### config.mk
export PLATFORM = sky130hd
export DESIGN_NAME = axi4_wr_arbiter_flat
export DESIGN_NICKNAME = d
export VERILOG_FILES = /design/src/rtl/axi4_arb_pkg.sv /design/src/rtl/axi4_wr_arbiter_if.sv /design/src/rtl/axi4_rr_picker.sv /design/src/rtl/axi4_wr_arbiter.sv /design/src/flat_wrapper.sv
export SDC_FILE = /design/constraint.sdc
export NUM_CORES = 1
export LEC_CHECK = 0
export CORE_ASPECT_RATIO = 1.25
export CORE_UTILIZATION = 55
export DETAILED_ROUTE_END_ITERATION = 10
export DONT_BUFFER_PORTS = 1
export PLACE_DENSITY = 0.7
export SYNTH_ARGS = -nofsm -noshare
export SYNTH_HDL_FRONTEND = slang
export SYNTH_SLANG_ARGS = --single-unit
### constraint.sdc
create_clock -name clk -period 2.8 [get_ports clk]
set_input_delay 0.56 -clock clk [delete_from_list [all_inputs] [get_ports clk]]
set_output_delay 0.56 -clock clk [all_outputs]
set_load 0.02 [all_outputs]
### src/rtl/axi4_arb_pkg.sv
// Shared types and constants for the AXI4 crossbar arbiters.
package axi4_arb_pkg;

    localparam int unsigned BEAT_CNT_W = 8;

    typedef enum logic [1:0] {
        ARB_IDLE,
        ARB_ADDR,
        ARB_DATA,
        ARB_RESP
    } arb_state_e;

endpackage

### src/rtl/axi4_wr_arbiter_if.sv
// Write-arbiter bus bundle: requests and slave-side handshakes in, grant state out.
interface axi4_wr_arbiter_if #(
    parameter int unsigned MASTER_NUM = 4,
    parameter int unsigned ID_W       = $clog2(MASTER_NUM)
);
    import axi4_arb_pkg::*;

    logic [MASTER_NUM-1:0] aw_req;
    logic                  s_awvalid;
    logic                  s_awready;
    logic                  s_wvalid;
    logic                  s_wready;
    logic                  s_wlast;
    logic                  s_bvalid;
    logic                  s_bready;
    logic [MASTER_NUM-1:0] grant;
    logic [ID_W-1:0]       grant_id;
    logic                  grant_valid;
    logic                  w_en;
    logic [BEAT_CNT_W-1:0] beat_cnt;

    // Arbiter side.
    modport slave (
        input  aw_req, s_awvalid, s_awready, s_wvalid, s_wready, s_wlast, s_bvalid, s_bready,
        output grant, grant_id, grant_valid, w_en, beat_cnt
    );

    // Crossbar side.
    modport master (
        output aw_req, s_awvalid, s_awready, s_wvalid, s_wready, s_wlast, s_bvalid, s_bready,
        input  grant, grant_id, grant_valid, w_en, beat_cnt
    );

endinterface

### src/rtl/axi4_rr_picker.sv
// Combinational round-robin picker: first requester after last_id, wrapping.
module axi4_rr_picker #(
    parameter int unsigned MASTER_NUM = 4,
    parameter int unsigned ID_W       = $clog2(MASTER_NUM)
) (
    input  logic [MASTER_NUM-1:0] req,
    input  logic [ID_W-1:0]       last_id,
    output logic [MASTER_NUM-1:0] gnt_onehot,
    output logic [ID_W-1:0]       gnt_id,
    output logic                  gnt_any
);

    always_comb begin
        gnt_onehot = '0;
        gnt_id     = '0;
        gnt_any    = 1'b0;
        // Offsets 1..MASTER_NUM so last_id itself is scanned last.
        for (int unsigned k = 1; k <= MASTER_NUM; k++) begin
            logic [ID_W-1:0] idx;
            idx = ID_W'((32'(last_id) + k) % MASTER_NUM);
            if (!gnt_any && req[idx]) begin
                gnt_any         = 1'b1;
                gnt_onehot[idx] = 1'b1;
                gnt_id          = idx;
            end
        end
    end

endmodule

### src/rtl/axi4_wr_arbiter.sv
// Per-slave AXI4 write-path arbiter; holds a round-robin grant for a whole write burst.
// Define AXI4_ARB_BLOCK_B_EN to also hold the grant through the B handshake.
module axi4_wr_arbiter
    import axi4_arb_pkg::*;
#(
    parameter int unsigned MASTER_NUM = 4,
    parameter int unsigned ID_W       = $clog2(MASTER_NUM)
) (
    input  logic               clk,
    input  logic               rstn,
    axi4_wr_arbiter_if.slave   bus
);

    arb_state_e            state_q, state_d;
    logic [MASTER_NUM-1:0] grant_q, grant_d;
    logic [ID_W-1:0]       grant_id_q, grant_id_d;
    logic                  grant_valid_q, grant_valid_d;
    logic [BEAT_CNT_W-1:0] beat_cnt_q, beat_cnt_d;
    logic [ID_W-1:0]       last_id_q, last_id_d;

    logic [MASTER_NUM-1:0] pick_onehot;
    logic [ID_W-1:0]       pick_id;
    logic                  pick_any;
    logic                  aw_hs, w_hs, release_grant;

    axi4_rr_picker #(
        .MASTER_NUM (MASTER_NUM),
        .ID_W       (ID_W)
    ) u_picker (
        .req        (bus.aw_req),
        .last_id    (last_id_q),
        .gnt_onehot (pick_onehot),
        .gnt_id     (pick_id),
        .gnt_any    (pick_any)
    );

    assign aw_hs = bus.s_awvalid & bus.s_awready;
    assign w_hs  = bus.s_wvalid & bus.s_wready;

`ifdef AXI4_ARB_BLOCK_B_EN
    logic b_hs;
    assign b_hs = bus.s_bvalid & bus.s_bready;
`else
    logic unused_b;
    assign unused_b = bus.s_bvalid ^ bus.s_bready;
`endif

    always_comb begin
        state_d       = state_q;
        grant_d       = grant_q;
        grant_id_d    = grant_id_q;
        grant_valid_d = grant_valid_q;
        beat_cnt_d    = beat_cnt_q;
        last_id_d     = last_id_q;
        release_grant = 1'b0;

        unique case (state_q)
            ARB_IDLE: begin
                if (pick_any) begin
                    grant_d       = pick_onehot;
                    grant_id_d    = pick_id;
                    grant_valid_d = 1'b1;
                    last_id_d     = pick_id;
                    beat_cnt_d    = '0;
                    state_d       = ARB_ADDR;
                end
            end
            ARB_ADDR: begin
                if (aw_hs) state_d = ARB_DATA;
            end
            ARB_DATA: begin
                if (w_hs) begin
                    if (beat_cnt_q != '1) beat_cnt_d = beat_cnt_q + BEAT_CNT_W'(1);
                    if (bus.s_wlast) begin
`ifdef AXI4_ARB_BLOCK_B_EN
                        state_d = ARB_RESP;
`else
                        release_grant = 1'b1;
`endif
                    end
                end
            end
`ifdef AXI4_ARB_BLOCK_B_EN
            ARB_RESP: begin
                if (b_hs) release_grant = 1'b1;
            end
`endif
            default: release_grant = 1'b1;
        endcase

        // grant_id is kept after release; only grant/grant_valid clear.
        if (release_grant) begin
            state_d       = ARB_IDLE;
            grant_d       = '0;
            grant_valid_d = 1'b0;
        end
    end

    always_ff @(posedge clk or negedge rstn) begin
        if (!rstn) begin
            state_q       <= ARB_IDLE;
            grant_q       <= '0;
            grant_id_q    <= '0;
            grant_valid_q <= 1'b0;
            beat_cnt_q    <= '0;
            last_id_q     <= ID_W'(MASTER_NUM - 1);
        end else begin
            state_q       <= state_d;
            grant_q       <= grant_d;
            grant_id_q    <= grant_id_d;
            grant_valid_q <= grant_valid_d;
            beat_cnt_q    <= beat_cnt_d;
            last_id_q     <= last_id_d;
        end
    end

    assign bus.grant       = grant_q;
    assign bus.grant_id    = grant_id_q;
    assign bus.grant_valid = grant_valid_q;
    assign bus.w_en        = (state_q == ARB_DATA);
    assign bus.beat_cnt    = beat_cnt_q;

endmodule

### src/flat_wrapper.sv
// flat-port wrapper written by rule: the top's interface ports become plain ports
module axi4_wr_arbiter_flat import axi4_arb_pkg::*;
#(
    parameter int unsigned MASTER_NUM = 4,
    parameter int unsigned ID_W       = $clog2(MASTER_NUM)
)
  (clk, rstn, bus_aw_req, bus_s_awvalid, bus_s_awready, bus_s_wvalid, bus_s_wready, bus_s_wlast, bus_s_bvalid, bus_s_bready, bus_grant, bus_grant_id, bus_grant_valid, bus_w_en, bus_beat_cnt);
  axi4_wr_arbiter_if #(.MASTER_NUM(MASTER_NUM), .ID_W(ID_W)) bus_i ();
  input  logic clk;
  input  logic rstn;
  input wire logic [$bits(bus_i.aw_req)-1:0] bus_aw_req;
  input wire logic [$bits(bus_i.s_awvalid)-1:0] bus_s_awvalid;
  input wire logic [$bits(bus_i.s_awready)-1:0] bus_s_awready;
  input wire logic [$bits(bus_i.s_wvalid)-1:0] bus_s_wvalid;
  input wire logic [$bits(bus_i.s_wready)-1:0] bus_s_wready;
  input wire logic [$bits(bus_i.s_wlast)-1:0] bus_s_wlast;
  input wire logic [$bits(bus_i.s_bvalid)-1:0] bus_s_bvalid;
  input wire logic [$bits(bus_i.s_bready)-1:0] bus_s_bready;
  output wire logic [$bits(bus_i.grant)-1:0] bus_grant;
  output wire logic [$bits(bus_i.grant_id)-1:0] bus_grant_id;
  output wire logic [$bits(bus_i.grant_valid)-1:0] bus_grant_valid;
  output wire logic [$bits(bus_i.w_en)-1:0] bus_w_en;
  output wire logic [$bits(bus_i.beat_cnt)-1:0] bus_beat_cnt;
  assign bus_i.aw_req = bus_aw_req;
  assign bus_i.s_awvalid = bus_s_awvalid;
  assign bus_i.s_awready = bus_s_awready;
  assign bus_i.s_wvalid = bus_s_wvalid;
  assign bus_i.s_wready = bus_s_wready;
  assign bus_i.s_wlast = bus_s_wlast;
  assign bus_i.s_bvalid = bus_s_bvalid;
  assign bus_i.s_bready = bus_s_bready;
  assign bus_grant = bus_i.grant;
  assign bus_grant_id = bus_i.grant_id;
  assign bus_grant_valid = bus_i.grant_valid;
  assign bus_w_en = bus_i.w_en;
  assign bus_beat_cnt = bus_i.beat_cnt;
  axi4_wr_arbiter #(.MASTER_NUM(MASTER_NUM), .ID_W(ID_W)) u_core (.clk(clk), .rstn(rstn), .bus(bus_i));
endmodule
==> impl_results.md <==
- Status: finished clean
- Synth Cell Area: 1490 µm²
- First-iteration detailed-routing DRC count: 18
- Clock buffer depth: 2
- Post-Synth Adder-Cell Area: 7.58%
- Drt wl/cell: 16.3 µm
- Number of synthesized flops with an enable pin: 0
- Worst setup margin: 0.431 ns
- Port Buffers: 0
- Proportion of synthesized area in mux cells: 6.48%
- Final Hold Vio Count: 0
- Sequential cell area: approximately 480 µm²
- Ports: 29
- Placed inst area: approximately 1500 µm²
- Final period util: 84.6%
- Setup TNS: 0 ns
- Distinct cells, synth: 41
- Sequential element share of the synthesized area: 32.2%
- Post-synthesis instance total: 163
- CP Cell Sequence: inv_1, ha_1, inv_1, a21oi_1, a32o_1, a32o_1, a2111o_1
- Setup crit end kind: register
- Wirelength, routed: 3.15 mm
- Top post-synthesis cells by area: dfrtp_1, ha_1, mux2i_1
- Antenna Cells: 0
- Slew headroom: 15.7%
- Hold_ws: approximately 0.088 ns
- Syn nets: 185
- Nets: 183
- Fmax achieved: 422 MHz
- Total track usage: 23.3%
- Max cap viols: 0
- Dpl ws: 0.441 ns
- Synth Area in Compound Gates: 23.1%
- Total Die Area: 2920 µm²
- Leading area contributor after synthesis: dfrtp_1
- Total vias in the final route: 1219
- Largest family of logic cells by synthesized area: compound AO/OA/AOI/OAI gates
- Hold Path Class: in -> async
- Root Buffer: clkbuf_4
- Top cell type's share of synthesized area: 28.6%
- Crit Path Max Fanout: 9
- Slew of the pin with the lowest slew margin: 1.25 ns
- RSZ-0062 raised after global routing: false
- Worst EP required: 2.99 ns
- Final instance area: 1540 µm²
- Post-synthesis average cell area: 9.12 µm²
- Row count: 20
- Synth warn: 0
- PD cells: between 800 and 900 nW/µm²
- Final slew viol count: 0
- Gate power share: 53.8%
- TritonCTS buffer count: 3
- Number of global-route vias before repair: between 1000 and 1500
- First-pass GRT wire length: 5.28 mm
- HPWL Detailed: between 2 and 2.5 mm
- DRC Markers: 0
- DRT antenna net count: 0
- Clk pwr share: around 10%
- Initial Util: 59.4%
- # hold bufs at CTS: 1
- Drt first pass iters: 4
- Layout filler cell count: 212
- Setup-failing EPs final: 0
- Commonest non-fill, non-tap cells in the layout: dfrtp_1, nor2_1, nand3_1
- Latest clock arrival within the worst-skew pair: roughly 0.3 ns
- Max incr delay on CP: 0.54 ns
- Gates resized, CTS repair: 0
- Clock sink count: 19
- XOR/XNOR Fraction of Synth Area: 2.95%
- Postcts setup bufs: 0
- Vias/cell: 6.32
- Seq pwr share: a little over a third
- Slowest CP cell: dfstp_2
- Die Wd: 48.5 µm
- Sw Pwr: 649 µW
- Footprint of the multi-input gates: 931 µm²
- TritonCTS clock tree: built
- Reg clk slew, reported paths: 0.11 ns
- RePlAce Congestion: 0.917
- Commonest non-fill, non-tap cell in the layout: dfrtp_1
- Initial antenna violation count: 0
- Core ar.: 2500 µm²
- Post-Synth Simple-Gate Area: ~22%
- Layout overhead on the synthesized area: 3.28%
- Share of layout cells above drive strength 1: 11.9%
- Pint: 726 µW
- Tmin final: 2.37 ns
- CP Class: reg -> reg
- Htree depth: 1
- Synth Flop Type: dfrtp_1
- Switch share: 47.2%
- Synth async-reset ratio: 100%
- VDD IR-drop max: just under 0.5 mV
- Largest net degree at the start of global routing: 19
- CP startpoint kind: register
- Crit path DAT: 2.56 ns
- Die Y: approximately 60 µm
- Seq cells post-synth: 19
- Lkg Pwr: roughly 0.00066 µW
- Grt total ovfl: 0
- Clock Skews: 0.00407 ns
==> metal layers <==
| metal | global-route usage [%] | vias up | wire length [µm] |
|---|---|---|---|
| li1 | - | 592 | - |
| met1 | 28.9 | 593 | 1410 |
| met2 | 40.4 | 30 | 1570 |
| met3 | 3.05 | 4 | 121 |
| met4 | 10.9 | 0 | 42 |
| met5 | 0 | - | 0 |
==> worst max-delay path, delay by kind of cell, from the launching register on <==
kind / cells / cell delay, ns
adders and majority gates: 1 / 0.41
AOI/OAI and AO/OA: 4 / 1.08
buffers and inverters: 2 / 0.23
DFF: 1 / 0.54
==> Yosys cell counts (all sizes together), types with 3 or more instances <==
cell type,instances
a2111o,4
a32o,5
o21ai,11
xnor2,5
and2,5
dfrtp,17
ha,9
buf,9
nor2,15
a21o,5
inv,5
nand2,7
a21oi,9
nor3b,3
clkbuf,3
nand3,11
nor3,6
mux2i,7
==> sequential cells by signal (all words and copies together), names as in the netlist <==
signal	flops
u_core.bus.beat_cnt	8
u_core.bus.grant	4
u_core.bus.grant_id	2
u_core.last_id_q	2
u_core.state_q	2
u_core.bus.grant_valid	1
==> cell type report <==
type / instances / share of cell area [%]
multi-input combinational: 127 / 60.6
inverter: 5 / 1.22
clock buffer: 4 / 1.71
timing repair buffer: 5 / 2.61
tap: 33 / 2.69
sequential: 19 / 31.1
==> stage by stage <==
step           cells  power (µW)  utilization [%]
6_report         193        1370             61.4
5_1_grt          193        1480             61.4
4_1_cts          193        1380             61.4
3_5_place_dp     188        1230             59.9
3_3_place_gp     188        1200             59.9
2_1_floorplan    163        1080                -
==> power groups by stage <==
stage                     Clock [µW]  Sequential (µW)  Combinational (µW)
final                            141              494                 740
after global routing             152              508                 825
after CTS                        144              494                 740
after detailed placement           0              500                 730
after global placement             0              495                 709
after floorplan                    0              479                 602
==> final timing paths <==
check,from,cells past startpoint,slack [ns],endpoint
worst max register to register,u_core.last_id_q[1],7,0.43,u_core.bus.grant[2]
worst min register to register,u_core.bus.grant_id[1],1,0.64,u_core.bus.grant_id[1]
worst max-delay path,u_core.last_id_q[1],7,0.43,u_core.bus.grant[2]
worst min-delay path,rstn,0,0.09,u_core.last_id_q[1]
max in group asynchronous,rstn,1,1.55,u_core.bus.beat_cnt[2]
min in group clk,bus_s_wready,3,0.51,u_core.bus.grant_valid
==> cells by family (layout without fill, tap and decap cells) <==
| group | count (synthesis) | count (layout) |
|---|---|---|
| AOI/OAI and AO/OA | 44 | 44 |
| DFF | 19 | 19 |
| and+or+nand+nor | 60 | 60 |
| buffers and inverters | 17 | 14 |
| xor gates and xnor gates | 5 | 5 |
| adders and majority gates | 9 | 9 |
| muxes | 9 | 9 |
Power figures use the tool's default switching activity.
